File: config.mk
export PLATFORM = sky130hd
export DESIGN_NAME = fcvt_int
export DESIGN_NICKNAME = d
export VERILOG_FILES = /design/src/rtl/fpu_pkg.sv /design/src/rtl/fp_classify.sv /design/src/rtl/fcvt_int.sv
export SDC_FILE = /design/constraint.sdc
export NUM_CORES = 1
export LEC_CHECK = 0
export BUFFER_PORTS_ARGS = -buffer_cell sky130_fd_sc_hd__clkbuf_2
export CAP_MARGIN = 20
export CORE_MARGIN = 2
export CORE_UTILIZATION = 55
export CTS_CLUSTER_SIZE = 12
export DETAILED_ROUTE_END_ITERATION = 6
export GPL_TIMING_DRIVEN = 0
export HOLD_SLACK_MARGIN = 0.12
export PLACE_DENSITY = 0.85
export SETUP_SLACK_MARGIN = 0.05
export SLEW_MARGIN = 20
export SYNTH_ARGS = -nofsm -noshare
export SYNTH_HDL_FRONTEND = slang
export SYNTH_SLANG_ARGS = --single-unit
File: constraint.sdc
create_clock -name clk -period 8.5 [get_ports clk]
set_input_delay 1.7 -clock clk [delete_from_list [all_inputs] [get_ports clk]]
set_output_delay 1.7 -clock clk [all_outputs]
set_load 0.01 [all_outputs]
File: src/rtl/fpu_pkg.sv
// Shared FPU definitions: rounding-mode codes, fflags bit positions and
// width-keyed IEEE-754 format constants used by the int<->float converters.
package fpu_pkg;

  localparam logic [2:0] RM_RNE = 3'b000;
  localparam logic [2:0] RM_RTZ = 3'b001;
  localparam logic [2:0] RM_RDN = 3'b010;
  localparam logic [2:0] RM_RUP = 3'b011;
  localparam logic [2:0] RM_RMM = 3'b100;

  localparam int FLAG_NV = 4;
  localparam int FLAG_DZ = 3;
  localparam int FLAG_OF = 2;
  localparam int FLAG_UF = 1;
  localparam int FLAG_NX = 0;

  typedef enum logic [1:0] {
    ST_IDLE,
    ST_ALIGN,
    ST_ROUND,
    ST_DONE
  } cvt_state_e;

  function automatic int mantissa_size(input int bus_width);
    return (bus_width == 64) ? 52 : 23;
  endfunction

  function automatic int exponent_size(input int bus_width);
    return (bus_width == 64) ? 11 : 8;
  endfunction

  function automatic int bias(input int bus_width);
    return (bus_width == 64) ? 1023 : 127;
  endfunction

endpackage

File: src/rtl/fp_classify.sv
// Combinational IEEE-754 operand classifier (single when BUS_WIDTH=32,
// double when BUS_WIDTH=64).
module fp_classify
  import fpu_pkg::*;
#(
  parameter int BUS_WIDTH = 64
) (
  input  logic [BUS_WIDTH-1:0] in1,
  output logic                 is_nan,
  output logic                 is_inf,
  output logic                 is_zero,
  output logic                 is_subnormal
);

  localparam int MS = mantissa_size(BUS_WIDTH);
  localparam int ES = exponent_size(BUS_WIDTH);

  logic [ES-1:0] exp_f;
  logic [MS-1:0] frac_f;
  logic          exp_ones;
  logic          exp_zero;
  logic          frac_zero;
  logic          unused_sign;

  assign exp_f       = in1[BUS_WIDTH-2 -: ES];
  assign frac_f      = in1[MS-1:0];
  assign unused_sign = in1[BUS_WIDTH-1];

  assign exp_ones  = &exp_f;
  assign exp_zero  = ~|exp_f;
  assign frac_zero = ~|frac_f;

  assign is_nan       = exp_ones & ~frac_zero;
  assign is_inf       = exp_ones & frac_zero;
  assign is_zero      = exp_zero & frac_zero;
  assign is_subnormal = exp_zero & ~frac_zero;

endmodule

File: src/rtl/fcvt_int.sv
// Multi-cycle float-to-integer converter (FCVT.W[U].S / FCVT.L[U].D) with
// IEEE rounding, saturation and NV/NX flag generation.
module fcvt_int
  import fpu_pkg::*;
#(
  parameter int BUS_WIDTH = 64
) (
  input  logic                 clk,
  input  logic                 rst_n,
  input  logic                 in_valid,
  output logic                 in_ready,
  input  logic [BUS_WIDTH-1:0] in1,
  input  logic [2:0]           rm,
  input  logic                 is_unsigned,
  output logic                 out_valid,
  input  logic                 out_ready,
  output logic [BUS_WIDTH-1:0] out,
  output logic [4:0]           fflags
);

  localparam int W    = BUS_WIDTH;
  localparam int MW   = W + 1;
  localparam int MS   = mantissa_size(W);
  localparam int ES   = exponent_size(W);
  localparam int BIAS = bias(W);
  localparam int FW   = MS + 1;
  localparam int XW   = W + 1 + FW;

  function automatic logic round_inc(input logic [2:0] mode, input logic sign,
                                     input logic lsb, input logic g, input logic s);
    logic inc;
    case (mode)
      RM_RTZ:  inc = 1'b0;
      RM_RDN:  inc = sign & (g | s);
      RM_RUP:  inc = ~sign & (g | s);
      RM_RMM:  inc = g;
      default: inc = g & (s | lsb);
    endcase
    return inc;
  endfunction

  // Returns {fflags, value}; the signed-min exact case is the only
  // negative magnitude of 2^(W-1) that is representable.
  function automatic logic [W+4:0] saturate(input logic sign, input logic uns,
                                            input logic nan, input logic inf,
                                            input logic huge, input logic [W:0] mag,
                                            input logic inexact);
    logic [W-1:0] smax;
    logic [W-1:0] smin;
    logic [W-1:0] ones;
    logic [W-1:0] v;
    logic [4:0]   fl;
    logic         nv;
    smax = {1'b0, {(W-1){1'b1}}};
    smin = {1'b1, {(W-1){1'b0}}};
    ones = '1;
    v    = '0;
    nv   = 1'b0;
    fl   = '0;
    if (nan) begin
      nv = 1'b1;
      v  = uns ? ones : smax;
    end else if (inf | huge) begin
      nv = 1'b1;
      if (sign) v = uns ? '0 : smin;
      else      v = uns ? ones : smax;
    end else if (uns) begin
      if (sign) begin
        nv = |mag;
      end else if (mag[W]) begin
        nv = 1'b1;
        v  = ones;
      end else begin
        v = mag[W-1:0];
      end
    end else if (!sign) begin
      if (mag[W] | mag[W-1]) begin
        nv = 1'b1;
        v  = smax;
      end else begin
        v = mag[W-1:0];
      end
    end else begin
      if (mag[W] | (mag[W-1] & (|mag[W-2:0]))) begin
        nv = 1'b1;
        v  = smin;
      end else begin
        v = -mag[W-1:0];
      end
    end
    fl[FLAG_NV] = nv;
    fl[FLAG_NX] = inexact & ~nv;
    return {fl, v};
  endfunction

  cvt_state_e state, state_nxt;

  always_ff @(posedge clk) begin
    if (!rst_n) state <= ST_IDLE;
    else        state <= state_nxt;
  end

  always_comb begin
    state_nxt = state;
    case (state)
      ST_IDLE:  if (in_valid) state_nxt = ST_ALIGN;
      ST_ALIGN: state_nxt = ST_ROUND;
      ST_ROUND: state_nxt = ST_DONE;
      ST_DONE:  if (out_ready) state_nxt = ST_IDLE;
      default:  state_nxt = ST_IDLE;
    endcase
  end

  always_comb begin
    in_ready  = (state == ST_IDLE);
    out_valid = (state == ST_DONE);
  end

  // p0: operand capture in IDLE
  logic [W-1:0] op_p0;
  logic [2:0]   rm_p0;
  logic         uns_p0;

  always_ff @(posedge clk) begin
    if (state == ST_IDLE && in_valid) begin
      op_p0  <= in1;
      rm_p0  <= rm;
      uns_p0 <= is_unsigned;
    end
  end

  logic is_nan, is_inf, is_zero, is_subnormal;

  fp_classify #(.BUS_WIDTH(W)) u_classify (
    .in1          (op_p0),
    .is_nan       (is_nan),
    .is_inf       (is_inf),
    .is_zero      (is_zero),
    .is_subnormal (is_subnormal)
  );

  logic [ES-1:0] exp_a;
  logic [MS:0]   sig_a;
  int            e_a;
  logic [7:0]    sh_a;
  logic [XW-1:0] fx_a;
  logic [W:0]    mag_a;
  logic          g_a, s_a, huge_a;

  // Fixed-point view with FW fraction bits: sig * 2^(e-MS) == sig << (e+1).
  always_comb begin
    exp_a  = op_p0[W-2 -: ES];
    sig_a  = {~(is_zero | is_subnormal), op_p0[MS-1:0]};
    e_a    = int'(exp_a) - BIAS;
    sh_a   = '0;
    fx_a   = '0;
    mag_a  = '0;
    g_a    = 1'b0;
    s_a    = 1'b0;
    huge_a = 1'b0;
    if (is_nan | is_inf) begin
      huge_a = 1'b0;
    end else if (e_a >= W) begin
      huge_a = 1'b1;
    end else if (e_a < -1) begin
      s_a = ~is_zero;
    end else begin
      sh_a  = 8'(e_a + 1);
      fx_a  = XW'(sig_a) << sh_a;
      mag_a = fx_a[XW-1:FW];
      g_a   = fx_a[FW-1];
      s_a   = |fx_a[FW-2:0];
    end
  end

  // p1: aligned magnitude, guard/sticky and class, registered in ALIGN
  logic         sign_p1, nan_p1, inf_p1, huge_p1, g_p1, s_p1;
  logic [W:0]   mag_p1;

  always_ff @(posedge clk) begin
    if (state == ST_ALIGN) begin
      sign_p1 <= op_p0[W-1];
      nan_p1  <= is_nan;
      inf_p1  <= is_inf;
      huge_p1 <= huge_a;
      mag_p1  <= mag_a;
      g_p1    <= g_a;
      s_p1    <= s_a;
    end
  end

  logic           inc_r;
  logic [W:0]     mag_r;
  logic [W+4:0]   res_r;

  always_comb begin
    inc_r = round_inc(rm_p0, sign_p1, mag_p1[0], g_p1, s_p1);
    mag_r = mag_p1 + MW'(inc_r);
    res_r = saturate(sign_p1, uns_p0, nan_p1, inf_p1, huge_p1, mag_r, g_p1 | s_p1);
  end

  // p2: rounded, saturated result held through DONE
  always_ff @(posedge clk) begin
    if (!rst_n) begin
      out    <= '0;
      fflags <= '0;
    end else if (state == ST_ROUND) begin
      {fflags, out} <= res_r;
    end
  end

endmodule

# Word-level counts from Yosys, hierarchy flattened
# Index checks and enable logic that the tools add are counted.
# op_classes
n_reduce_logical,13
eq_ne,9
shift,1
mux,25
order_cmp,2
addsub,4
n_bitwise,20
# ops
operator,n
$mux 64,11
$shl 53x8->118,1
$reduce_or 52->1,2
$add 65x1->65,1
$reduce_or 65->1,1
$neg 64->64,1
$reduce_or 63->1,1
$ge 12x8->1 const B,1
$lt 12x1->1 const B,1
$sub 11x10->12 const B,1
$reduce_and 11->1,1
$reduce_or 11->1,1
$mux 1,10
$and 1x1->1,9
$add 8x2->8 const B,1
$pmux 2 s4,1
$or 1x1->1,7
$eq 3x2->1 const B,2
$eq 2x2->1 const B,2
$mux 2,2
$not 1->1,4
$pmux 1 s4,1
$eq 3x1->1 const B,1
$eq 3x3->1 const B,1
other kinds (9),10
# word_totals
output_inout_bits,71
register_bits,207

# Depth between registers and ports, before layout
# Gate-level depths: netlist of the first run.
# logic_depth
ltp_word,14
depth_mapped,22

# By module
# A second synthesis of the first run with hierarchy kept.
# unflattened
cells_unflattened,1903
hier_area_um2,16523.3
# modules_own_cells
module,cells_each,seq_area_each_um2,instances,area_each_um2
fcvt_int,1873,5535.3,1,16334.4
fp_classify,30,0.0,1,188.9

# Worst setup path after synthesis of the first run
# Ideal clock, no wire load.
# synth_path
kind,register -> register
startpoint,reg sign_p1
endpoint,reg out[53]
required_time_ns,8.426
arrival_ns,5.031
path_stages_with_launch,23
setup_ns,0.074
path_slack_ns,3.395
cell_sequence,edfxtp_1 -> clkbuf_1 -> buf_1 -> xnor2_1 -> nor3b_1 -> a21oi_1 -> nor2_1 -> ha_1 -> ha_1 -> nand3_1 -> nor4_2 -> nand3_1 -> xor2_1 -> nand4_1 -> and3b_1 -> clkbuf_1 -> and3_1 -> buf_1 -> nand4_4 -> a211oi_4 -> buf_6 -> nand2_1 -> a31oi_1
# synth_via
elab_chain_len,12
word_cells_on_any_way,19
cone_classes,add/sub (2); mux (10); bitwise (6); reduce/logical (1)
# synth_rtl
element,line,text
from (decl),fcvt_int.sv:177,"logic sign_p1, nan_p1, inf_p1, huge_p1, g_p1, s_p1;"
from (signal assigned),fcvt_int.sv:182,sign_p1 <= op_p0[W-1];
branches (longest 10 deep; another with $add 65x1->65),n/a,
$mux 64 (*),fcvt_int.sv:63,end else if (inf | huge) begin
$mux 64 (*),fcvt_int.sv:60,if (nan) begin
to (signal assigned),fcvt_int.sv:208,"{fflags, out} <= res_r;"
to (decl),fcvt_int.sv:17,"output logic [BUS_WIDTH-1:0] out,"
# Every way passes the cells marked *.
# A chain may end at the register's enable or synchronous reset.

# Final worst setup path of the first run
# Same ends and word-level chain as after synthesis.

==> results of run 1 <==
## power groups by stage
stage	registers [W]	clock network [W]	logic (W)
after floorplan	0.00180	0	0.00307
after global placement	0.00183	0	0.00467
after detailed placement	0.00184	0	0.00473
after CTS	0.00182	0.000986	0.00476
after global routing	0.00187	0.00102	0.00523
final	0.00184	0.000985	0.00500
## path summary, 6_finish.rpt
path	to	slack (ps)	cells after the start	start
setup / recovery	out[53]	740	22	sign_p1
hold / removal	sign_p1	440	0	op_p0[63]
setup reg to reg	out[53]	740	22	sign_p1
hold reg to reg	sign_p1	440	0	op_p0[63]
## synthesized netlist by cell type (11+ instances only)
cell type / n
xnor2_1: 72
nor4_1: 43
edfxtp_1: 139
o221ai_1: 20
o21ai_0: 107
a211oi_1: 53
nand2_1: 146
mux2i_1: 51
a22oi_1: 16
nor3_1: 56
xor2_1: 56
dfxtp_1: 68
or3_1: 19
nand4_1: 44
nand3_1: 67
clkbuf_1: 104
nor2b_1: 13
and3_1: 21
buf_1: 16
o21a_1: 12
a31oi_1: 14
inv_1: 28
ha_1: 11
a21oi_1: 159
nor2_1: 268
mux4_2: 74
mux2_2: 12
o22ai_1: 28
buf_2: 18
and4_1: 11
## layout make-up
class,instances,area [um^2]
well taps,396,495.5
clock inverters,8,65.06
fillers,2613,11520
clock buffers,33,665.6
plain buffers,151,646.9
inverters,29,108.9
repair buffers,141,750.7
flip-flops and latches,207,5535
multi-input cells,1534,10560
## worst register-to-register path: stages (launching register included)
cell and delay (ps):
edfxtp_1 420, clkbuf_1 400, buf_1 640, xnor2_1 160
nor3b_1 200, a21oi_1 60, nor2_1 90, ha_1 500
ha_1 290, nand3_1 190, nor4_2 820, nand3_1 540
xor2_1 540, nand4_1 210, and3b_1 260, clkbuf_1 240
and3_1 220, buf_1 420, nand4_4 210, a211oi_4 740
buf_6 240, nand2_1 110, a31oi_1 180
## flip-flops by register name, summed over array words and instances, names as in the netlist
name	flops
fflags	2
g_p1	1
huge_p1	1
inf_p1	1
mag_p1	65
nan_p1	1
op_p0	64
out	64
rm_p0	3
s_p1	1
sign_p1	1
state	2
uns_p0	1
## logic make-up (layout without fill, tap and decap cells)
kind of cell	Yosys count	in the layout
muxes	137	137
and+or+nand+nor	770	770
adders and majority gates	11	11
DFF	207	207
AOI/OAI and AO/OA	485	485
other	1	3
xor gates and xnor gates	128	128
buffers and inverters	180	362
## stage by stage
step                power, W  setup slack, ps  cell area (um^2)  util [%]
floorplan           0.004868             3395             16820         -
global placement    0.006498             1257             18010     59.34
detailed placement  0.006571             1162             18090     59.59
CTS                 0.007561             1113             18820     62.00
global route        0.008125            352.6             18830     62.03
finish              0.007824            743.6             18830     62.03
## layer usage
metal | vias to the layer above | global-route usage, % | wire length [um]
met4 | 2 | 36.72 | 7082
met3 | 375 | 9.500 | 6300
met2 | 1285 | 72.84 | 32550
met5 | - | 0 | 13
met1 | 8079 | 46.06 | 23220
li1 | 7613 | - | -
## placed cells by master (no fill, tap or decap), types with 11 or more instances in the layout
cell,count
or3_1,19
nor4_1,42
nor3_1,56
o22ai_1,28
o221ai_1,20
nor2b_1,13
mux4_2,74
o21a_1,12
a211oi_1,53
inv_1,28
and3_1,21
mux2i_1,51
buf_1,16
a31oi_1,14
nand2_1,146
buf_2,18
nand4_1,44
a21oi_1,159
xor2_1,56
a22oi_1,16
nor2_1,268
xnor2_1,72
clkbuf_2,141
clkbuf_16,24
o21ai_0,107
dfxtp_1,68
mux2_2,12
edfxtp_1,139
clkbuf_1,109
and4_1,11
nand3_1,67
==> flow_metrics.py, run 1 <==
metrics = {
    "logic_synthesis": {
        "netlist_area_mm2": 0.01681,
        "synth_cell_types": 93,
        "syn_inst": 1919,
        "synth_top_family_by_area": "simple AND/OR/NAND/NOR gates",
        "ys_dominant_reg_cell": "edfxtp_1",
        "avgSynthCellArea_um2": 8.760,
        "synth_fa_ha_area_share_pct": 0.8187,
        "seq_area_frac_synth_pct": 32.93,
        "muxShareOfSynthArea_pct": 13.75,
        "yosysTopAreaCell": "edfxtp_1",
        "synth_compound_area_share_pct": 18.00,
        "synth_simple_gate_area_share_pct": 23.32,
        "synth_top_area_share_pct": 24.83,
        "synth_xor_area_share_pct": 6.669,
        "ys_warn_count": 0,
        "synth-seq-cells": 207,
        "synth_edf_count": 139,
        "synth.area.top_cells": "edfxtp_1, mux4_2, dfxtp_1, nor2_1, a21oi_1",
        "synthArstFlopShare_pct": 0,
    },
    "power_and_ir_drop": {
        "power_switching_w": 0.004113,
        "irDropWorstVdd_uv": 379.8,
        "switching_share_pct": 52.57,
        "p_seq_share_pct": 23.5,
        "p_int_w": 0.003710,
        "power_frac_comb_pct": 63.9,
        "p_leak_nw": 6.577,
        "pwr-share-clk_pct": 12.6,
        "p_per_area_mw_per_mm2": 415.6,
    },
    "worst_setup_path": {
        "crit_family": "simple AND/OR/NAND/NOR gates",
        "cp_max_fo": 10,
        "critPathRequiredTime_ps": 8990,
        "max_stage_delay_ps": 820,
        "crit_buf_inv": 5,
        "crit_slowest_cell": "nor4_2",
        "end_kind": "flip-flop",
        "worstPathArrival_ps": 8240,
        "start_kind": "flip-flop",
        "crit_type": "flip-flop to flip-flop",
        "crit_chain": "clkbuf_1 > buf_1 > xnor2_1 > nor3b_1 > a21oi_1 > nor2_1 > ha_1 > ha_1 > nand3_1 > nor4_2 > nand3_1 > xor2_1 > nand4_1 > and3b_1 > clkbuf_1 > and3_1 > buf_1 > nand4_4 > a211oi_4 > buf_6 > nand2_1 > a31oi_1",
    },
    "sta": {
        "timing.final.max_slew_violations": 0,
        "setup_violations": 0,
        "rsz0062_at_grt": "no",
        "fin_crit_sh_pct": 91.25,
        "finalHoldViolations": 0,
        "tightest_slew_ps": 1240,
        "whs_ps": 436.9,
        "finClkSkew_ps": 30.67,
        "maxSlewHeadroom_pct": 16.55,
        "fin_crit_ps": 7756,
        "fmax_mhz": 128.9,
        "fin_setup_tns_ps": 0,
    },
    "global_routing": {
        "grt_pass1_vias": 16370,
        "grt.total_usage_pct": 43.24,
        "grt_pass1_wl_um": 101900,
        "antenna_found_initial": 1,
        "grt_remaining_overflow": 0,
        "grt_max_degree": 64,
    },
    "layout": {
        "antennaDiodeCount": 0,
        "drive_gt1_share_pct": 15.60,
        "finalNonFillerCells": 2499,
        "nets": 2170,
        "areaGrowthSynthToFinish_pct": 11.98,
    },
    "placed_design": {
        "place.gp.congestion": 1.116,
        "port_buffers": 139,
        "hpwl_um": 54340,
        "placedCellCount": 2458,
    },
    "die": {
        "row_count": 64,
        "io_pins": 143,
        "fp.dieW_um": 178.8,
        "initial_utilization_pct": 55.39,
        "fp.dieH_um": 178.8,
        "die_area_mm2": 0.03198,
        "core_mm2": 0.03035,
    },
    "route": {
        "drt-total-wl_um": 69170,
        "drtIter0Drc": 2138,
        "antenna_left": 0,
        "drtPass1Iterations": 6,
        "viasPerCell": 6.944,
        "wl_per_cell_um": 27.68,
        "drc": 0,
        "num_vias": 17350,
    },
    "clock_network": {
        "clockBufferDepth": 3,
        "worstSkewPairLatency_ps": 560,
        "hold_buffers": 0,
        "cts_max_level": 1,
        "post-cts-setup-buffers": 0,
        "cts.repair.resized": 0,
        "root_buffer": "clkbuf_16",
        "cts_tree": "done",
        "cts_inserted_buffers": 23,
        "cts.clk_slew.worst_paths_ps": 60,
        "numClockSinks": 207,
    },
    "worst_hold_path": {
        "hold_path.class": "flip-flop to flip-flop",
    },
    "flow_run": {
        "drv_cap": 0,
    },
    "outcome": {
        "status": "complete, no violations",
    },
}
Note: power is estimated with default switching activity, not from simulation.
==> inputs of run 2 (changes only) <==
--- a/config.mk
+++ b/config.mk
@@ -9,7 +9,7 @@
 export CAP_MARGIN = 20
 export CORE_MARGIN = 2
 export CORE_UTILIZATION = 55
-export CTS_CLUSTER_SIZE = 12
+export CTS_CLUSTER_SIZE = 20
 export DETAILED_ROUTE_END_ITERATION = 6
 export GPL_TIMING_DRIVEN = 0
 export HOLD_SLACK_MARGIN = 0.12
==> constraint.sdc (replaced) <==
create_clock -name clk -period 8.5 [get_ports clk]
set_input_delay 0.425 -clock clk [delete_from_list [all_inputs] [get_ports clk]]
set_output_delay 0.425 -clock clk [all_outputs]
set_load 0.01 [all_outputs]
==> run 2 against run 1 <==
Sequential power about the same. Highest routed layer unchanged. Critical path depth unchanged. Fmax increased by 1.1%. First-iteration DRC count increased by 11%. Non-clock buffer count increased by 68. Sequential share of layout area decreased by 1.1 points. Largest cell class unchanged. Design area increased by 4.0%.
==> flow_metrics.py, run 2 (synthesis results as in run 1) <==
metrics = {
    "outcome": {
        "status": "complete, no violations",
    },
    "layout": {
        "largest_reg_flops": 65,
        "nets": 2238,
        "drive_gt1_share_pct": 15.33,
        "seq_area_mm2": 0.005535,
        "final_common_cell": "nor2_1",
        "areaGrowthSynthToFinish_pct": 16.50,
        "multi_input_area_mm2": 0.01056,
        "top_register": "mag_p1",
        "fillers": 2488,
        "top_regs": "mag_p1 x65, op_p0 x64, out x64",
        "layout_common_cells": "nor2_1, a21oi_1, nand2_1",
    },
    "clock_network": {
        "numClockSinks": 207,
        "cts.repair.resized": 0,
        "root_buffer": "clkbuf_16",
        "cts.clk_slew.worst_paths_ps": 70,
        "clockBufferDepth": 3,
        "worstSkewPairLatency_ps": 570,
        "cts_inserted_buffers": 23,
        "cts_tree": "done",
        "cts_max_level": 1,
    },
    "worst_setup_path": {
        "start_kind": "flip-flop",
        "critPathRequiredTime_ps": 8990,
        "crit_type": "flip-flop to flip-flop",
        "cp_max_fo": 10,
        "end_kind": "flip-flop",
        "worstPathArrival_ps": 8160,
    },
    "sta": {
        "tightest_slew_ps": 1199,
        "fin_crit_sh_pct": 90.24,
        "setup_violations": 0,
        "fmax_mhz": 130.4,
        "whs_ps": 274.0,
        "fin_crit_ps": 7671,
        "finClkSkew_ps": 18.04,
        "timing.final.max_slew_violations": 0,
        "maxSlewHeadroom_pct": 19.31,
        "rsz0062_at_grt": "no",
        "finalHoldViolations": 0,
        "fin_setup_tns_ps": 0,
    },
    "die": {
        "die_area_mm2": 0.03198,
        "fp.dieW_um": 178.8,
        "io_pins": 143,
        "core_mm2": 0.03035,
        "fp.dieH_um": 178.8,
        "row_count": 64,
        "initial_utilization_pct": 55.39,
    },
    "global_routing": {
        "grt_use_met2_pct": 74.52,
        "grt.total_usage_pct": 45.05,
        "grt_max_degree": 64,
        "grt_remaining_overflow": 0,
        "antenna_found_initial": 2,
        "grt_pass1_wl_um": 106000,
        "grt_use_met1_pct": 48.22,
        "grt_pass1_vias": 17030,
        "top_usage_layer": "met2",
        "grt_util_met3_pct": 10.67,
    },
    "flow_run": {
        "drv_cap": 0,
    },
    "route": {
        "drc": 0,
        "viasPerCell": 6.987,
        "drtIter0Drc": 2365,
        "wl_per_cell_um": 28.26,
        "drtPass1Iterations": 7,
        "drt-total-wl_um": 72600,
        "num_vias": 17950,
        "antenna_left": 0,
    },
    "placed_design": {
        "port_buffers": 139,
        "place.gp.congestion": 1.116,
        "hpwl_um": 54340,
    },
    "power_and_ir_drop": {
        "p_per_area_mw_per_mm2": 409.0,
        "p_leak_nw": 6.879,
        "irDropWorstVdd_uv": 290.8,
    },
    "worst_hold_path": {
        "hold_path.class": "primary input to flip-flop",
    },
}
-- run 2: report_power, final --
group / leakage (nW) / internal, W / switching, W
Clock: 0.380 / 0.000627 / 0.000461
Combinational: 4.61 / 0.00165 / 0.00342
Sequential: 1.89 / 0.00151 / 0.000342
-- run 2: final cells by class --
class | count | share of cell area (%)
Clock inverter | 18 | 1.163
Multi-Input combinational cell | 1534 | 53.91
Timing Repair Buffer | 209 | 7.309
Buffer | 151 | 3.303
Tap cell | 396 | 2.530
Inverter | 29 | 0.5558
Antenna cell | 1 | 0.01278
Clock buffer | 24 | 2.958
Sequential cell | 207 | 28.26
-- run 2: worst max-delay path, stage by stage, from the launching register on --
cell	delay, ps
edfxtp_1	430
clkbuf_1	390
buf_1	600
xnor2_1	150
nor3b_1	200
a21oi_1	60
nor2_1	90
ha_1	490
ha_1	280
nand3_1	190
nor4_2	820
nand3_1	520
xor2_1	510
nand4_1	200
and3b_1	260
clkbuf_1	240
and3_1	220
buf_1	430
nand4_4	210
a211oi_4	730
buf_6	240
nand2_1	110
a31oi_1	180
-- run 2: worst paths after layout --
check        slack (ps)  depth (start not counted)       end      start
min                 270                          4  state[0]  out_ready
max                 830                         22   out[53]    sign_p1
min reg2reg         430                          0   sign_p1  op_p0[63]
max reg2reg         830                         22   out[53]    sign_p1
-- run 2: metrics by stage --
stage                     worst slack [ps]  power [W]  cell area (um^2)  std cells  utilization (%)
after floorplan                       3395   0.004868             16820       1921                -
after global placement                1257   0.006498             18010       2456            59.34
after detailed placement              1162   0.006571             18090       2458            59.59
after CTS                             1129   0.007680             19570       2568            64.50
after global routing                 398.0   0.008289             19590       2569            64.53
final                                829.3   0.008010             19590       2569            64.53
-- run 2: timing repair --
action,4_1_cts,5_1_grt
buffers inserted,0,0
hold buffers,68,0
endpoints found under the hold margin,68,0
-- run 2: metal layers --
layer,wire length (um),vias to the layer above
met5,18,-
met4,7963,2
met3,7100,450
met2,33420,1396
met1,24100,8349
li1,-,7752
==> inputs of run 3 (changes only) <==
--- a/config.mk
+++ b/config.mk
@@ -8,12 +8,12 @@
 export BUFFER_PORTS_ARGS = -buffer_cell sky130_fd_sc_hd__clkbuf_2
 export CAP_MARGIN = 20
 export CORE_MARGIN = 2
-export CORE_UTILIZATION = 55
+export CORE_UTILIZATION = 40
 export CTS_CLUSTER_SIZE = 20
 export DETAILED_ROUTE_END_ITERATION = 6
 export GPL_TIMING_DRIVEN = 0
 export HOLD_SLACK_MARGIN = 0.12
-export PLACE_DENSITY = 0.85
+export PLACE_DENSITY = 0.68
 export SETUP_SLACK_MARGIN = 0.05
 export SLEW_MARGIN = 20
 export SYNTH_ARGS = -nofsm -noshare
==> run 3 against run 2 <==
Wire length decreased by 4.6%. Clock power grew 5%. Worst setup slack improved by 130 ps. Combinational power shrank 1%. Sequential cell count unchanged. Critical path depth unchanged. Clock skew shrank 2.8 ps.
==> flow_metrics.py, run 3 (synthesis results as in run 1) <==
metrics = {
    "outcome": {
        "status": "complete, no violations",
    },
    "sta": {
        "fin_crit_ps": 7543,
        "finalHoldViolations": 0,
        "finClkSkew_ps": 15.24,
        "fin_crit_sh_pct": 88.74,
        "timing.final.max_slew_violations": 0,
        "maxSlewHeadroom_pct": 26.02,
        "setup_violations": 0,
        "fin_setup_tns_ps": 0,
        "fmax_mhz": 132.6,
        "tightest_slew_ps": 1100,
        "rsz0062_at_grt": "no",
    },
    "clock_network": {
        "cts_inserted_buffers": 24,
        "root_buffer": "clkbuf_16",
        "clockBufferDepth": 3,
        "cts_tree": "done",
        "numClockSinks": 207,
        "worstSkewPairLatency_ps": 560,
        "cts.clk_slew.worst_paths_ps": 60,
        "cts_max_level": 1,
    },
    "die": {
        "initial_utilization_pct": 40.26,
        "core_mm2": 0.04176,
        "io_pins": 143,
        "fp.dieW_um": 209.0,
        "die_area_mm2": 0.04368,
        "fp.dieH_um": 209.0,
        "row_count": 75,
    },
    "route": {
        "num_vias": 17070,
        "antenna_left": 0,
        "drc": 0,
        "viasPerCell": 6.293,
        "drtPass1Iterations": 6,
        "drt-total-wl_um": 69270,
        "drtIter0Drc": 1578,
        "wl_per_cell_um": 25.53,
    },
    "layout": {
        "layout_common_cells": "nor2_1, a21oi_1, nand2_1",
        "drive_gt1_share_pct": 15.41,
        "top_register": "mag_p1",
        "antennaDiodeCount": 0,
        "nets": 2239,
        "areaGrowthSynthToFinish_pct": 17.94,
        "top_regs": "mag_p1 x65, op_p0 x64, out x64",
        "final_common_cell": "nor2_1",
        "finalNonFillerCells": 2713,
        "largest_reg_flops": 65,
    },
    "worst_hold_path": {
        "min_to": "state[0]",
        "hold_path.class": "primary input to flip-flop",
        "min_path_cells": 5,
        "hp-start": "in_valid",
    },
    "global_routing": {
        "grt_remaining_overflow": 0,
        "grt_pass1_vias": 16600,
        "grt_use_met2_pct": 52.94,
        "grt_use_met1_pct": 36.35,
        "grt_pass1_wl_um": 103700,
        "grt_util_met3_pct": 3.742,
        "grt.total_usage_pct": 31.16,
        "antenna_found_initial": 0,
        "grt_max_degree": 65,
        "top_usage_layer": "met2",
    },
    "worst_setup_path": {
        "critPathRequiredTime_ps": 8990,
        "crit_type": "flip-flop to flip-flop",
        "r2r-start": "sign_p1",
        "reg2reg_to": "out[30]",
        "reg2reg_depth": 22,
        "start_kind": "flip-flop",
        "cp_max_fo": 10,
        "end_kind": "flip-flop",
        "reg2reg_slack_ps": 960,
        "worstPathArrival_ps": 8030,
    },
    "placed_design": {
        "hpwl_um": 54680,
        "place.gp.congestion": 1.035,
        "port_buffers": 139,
        "placedCellCount": 2601,
    },
    "power_and_ir_drop": {
        "p_per_area_mw_per_mm2": 402.5,
        "p_int_w": 0.003862,
        "irDropWorstVdd_uv": 246.0,
        "pwr-share-clk_pct": 14.2,
        "p_seq_share_pct": 23.0,
        "switching_share_pct": 51.61,
        "power_frac_comb_pct": 62.8,
        "p_leak_nw": 6.932,
        "power_switching_w": 0.004118,
    },
    "flow_run": {
        "drv_cap": 0,
    },
}
## run 3: layer usage
metal	wire, um	share of wire [%]	vias to the layer above
met5	0	0	-
met4	6138	8.9	0
met3	4380	6.3	270
met2	32620	47	925
met1	26130	38	8131
li1	-	-	7748
## run 3: what timing repair did
item,4_1_cts,5_1_grt
hold endpoints to repair,68,0
buffers inserted,0,0
gates resized for setup,0,0
hold buffers,68,0
## run 3: metrics by stage
| stage | instance area, um^2 | setup slack (ps) | hold WS (ps) | total power (W) | util, % |
|---|---|---|---|---|---|
| after global routing | 19830 | 491.9 | 321.5 | 0.008317 | 47.48 |
| after CTS | 19810 | 1106 | 281.7 | 0.007819 | 47.44 |
| after floorplan | 16820 | 3395 | 400.3 | 0.004868 | - |
| final | 19830 | 957.3 | 281.7 | 0.007980 | 47.48 |
| after global placement | 18190 | 1091 | 412.2 | 0.006604 | 43.56 |
| after detailed placement | 18270 | 1156 | 413.7 | 0.006646 | 43.74 |
## run 3: how the worst max path moves through the flow
| stage | start | end |
|---|---|---|
| after floorplan | sign_p1 | out[53] |
| after global placement | sign_p1 | out[44] |
| after detailed placement | sign_p1 | out[30] |
| after CTS | sign_p1 | out[30] |
| after global routing | sign_p1 | out[41] |
| final | sign_p1 | out[30] |
## run 3: critical path, stage by stage (launching register included)
cell	delay, ps
edfxtp_1	400
clkbuf_1	410
buf_1	580
xnor2_1	150
nor3b_1	220
a21oi_1	60
nor2_1	100
ha_1	330
ha_1	260
nand3_1	210
nor4_2	750
nand3_1	490
xor2_1	630
nand4_1	290
and3b_1	280
clkbuf_1	220
and3_1	220
buf_1	430
nand4_4	200
a211oi_4	720
buf_6	250
nand3_2	80
a21oi_1	160
## run 3: area by class of cell
type | count | area, um^2
Fill cell | 4077 | 21930
Multi-Input combinational cell | 1534 | 10560
Buffer | 151 | 646.9
Sequential cell | 207 | 5535
Timing Repair Buffer | 209 | 1431
Tap cell | 539 | 674.4
Clock buffer | 33 | 668.1
Inverter | 29 | 108.9
Clock inverter | 11 | 197.7
## run 3: power groups by stage
stage,combinational [W],clock [W],sequential (W)
finish,0.00501,0.00114,0.00183
global placement,0.00476,0,0.00184
floorplan,0.00307,0,0.00180
global route,0.00526,0.00119,0.00187
CTS,0.00485,0.00115,0.00182
detailed placement,0.00481,0,0.00184
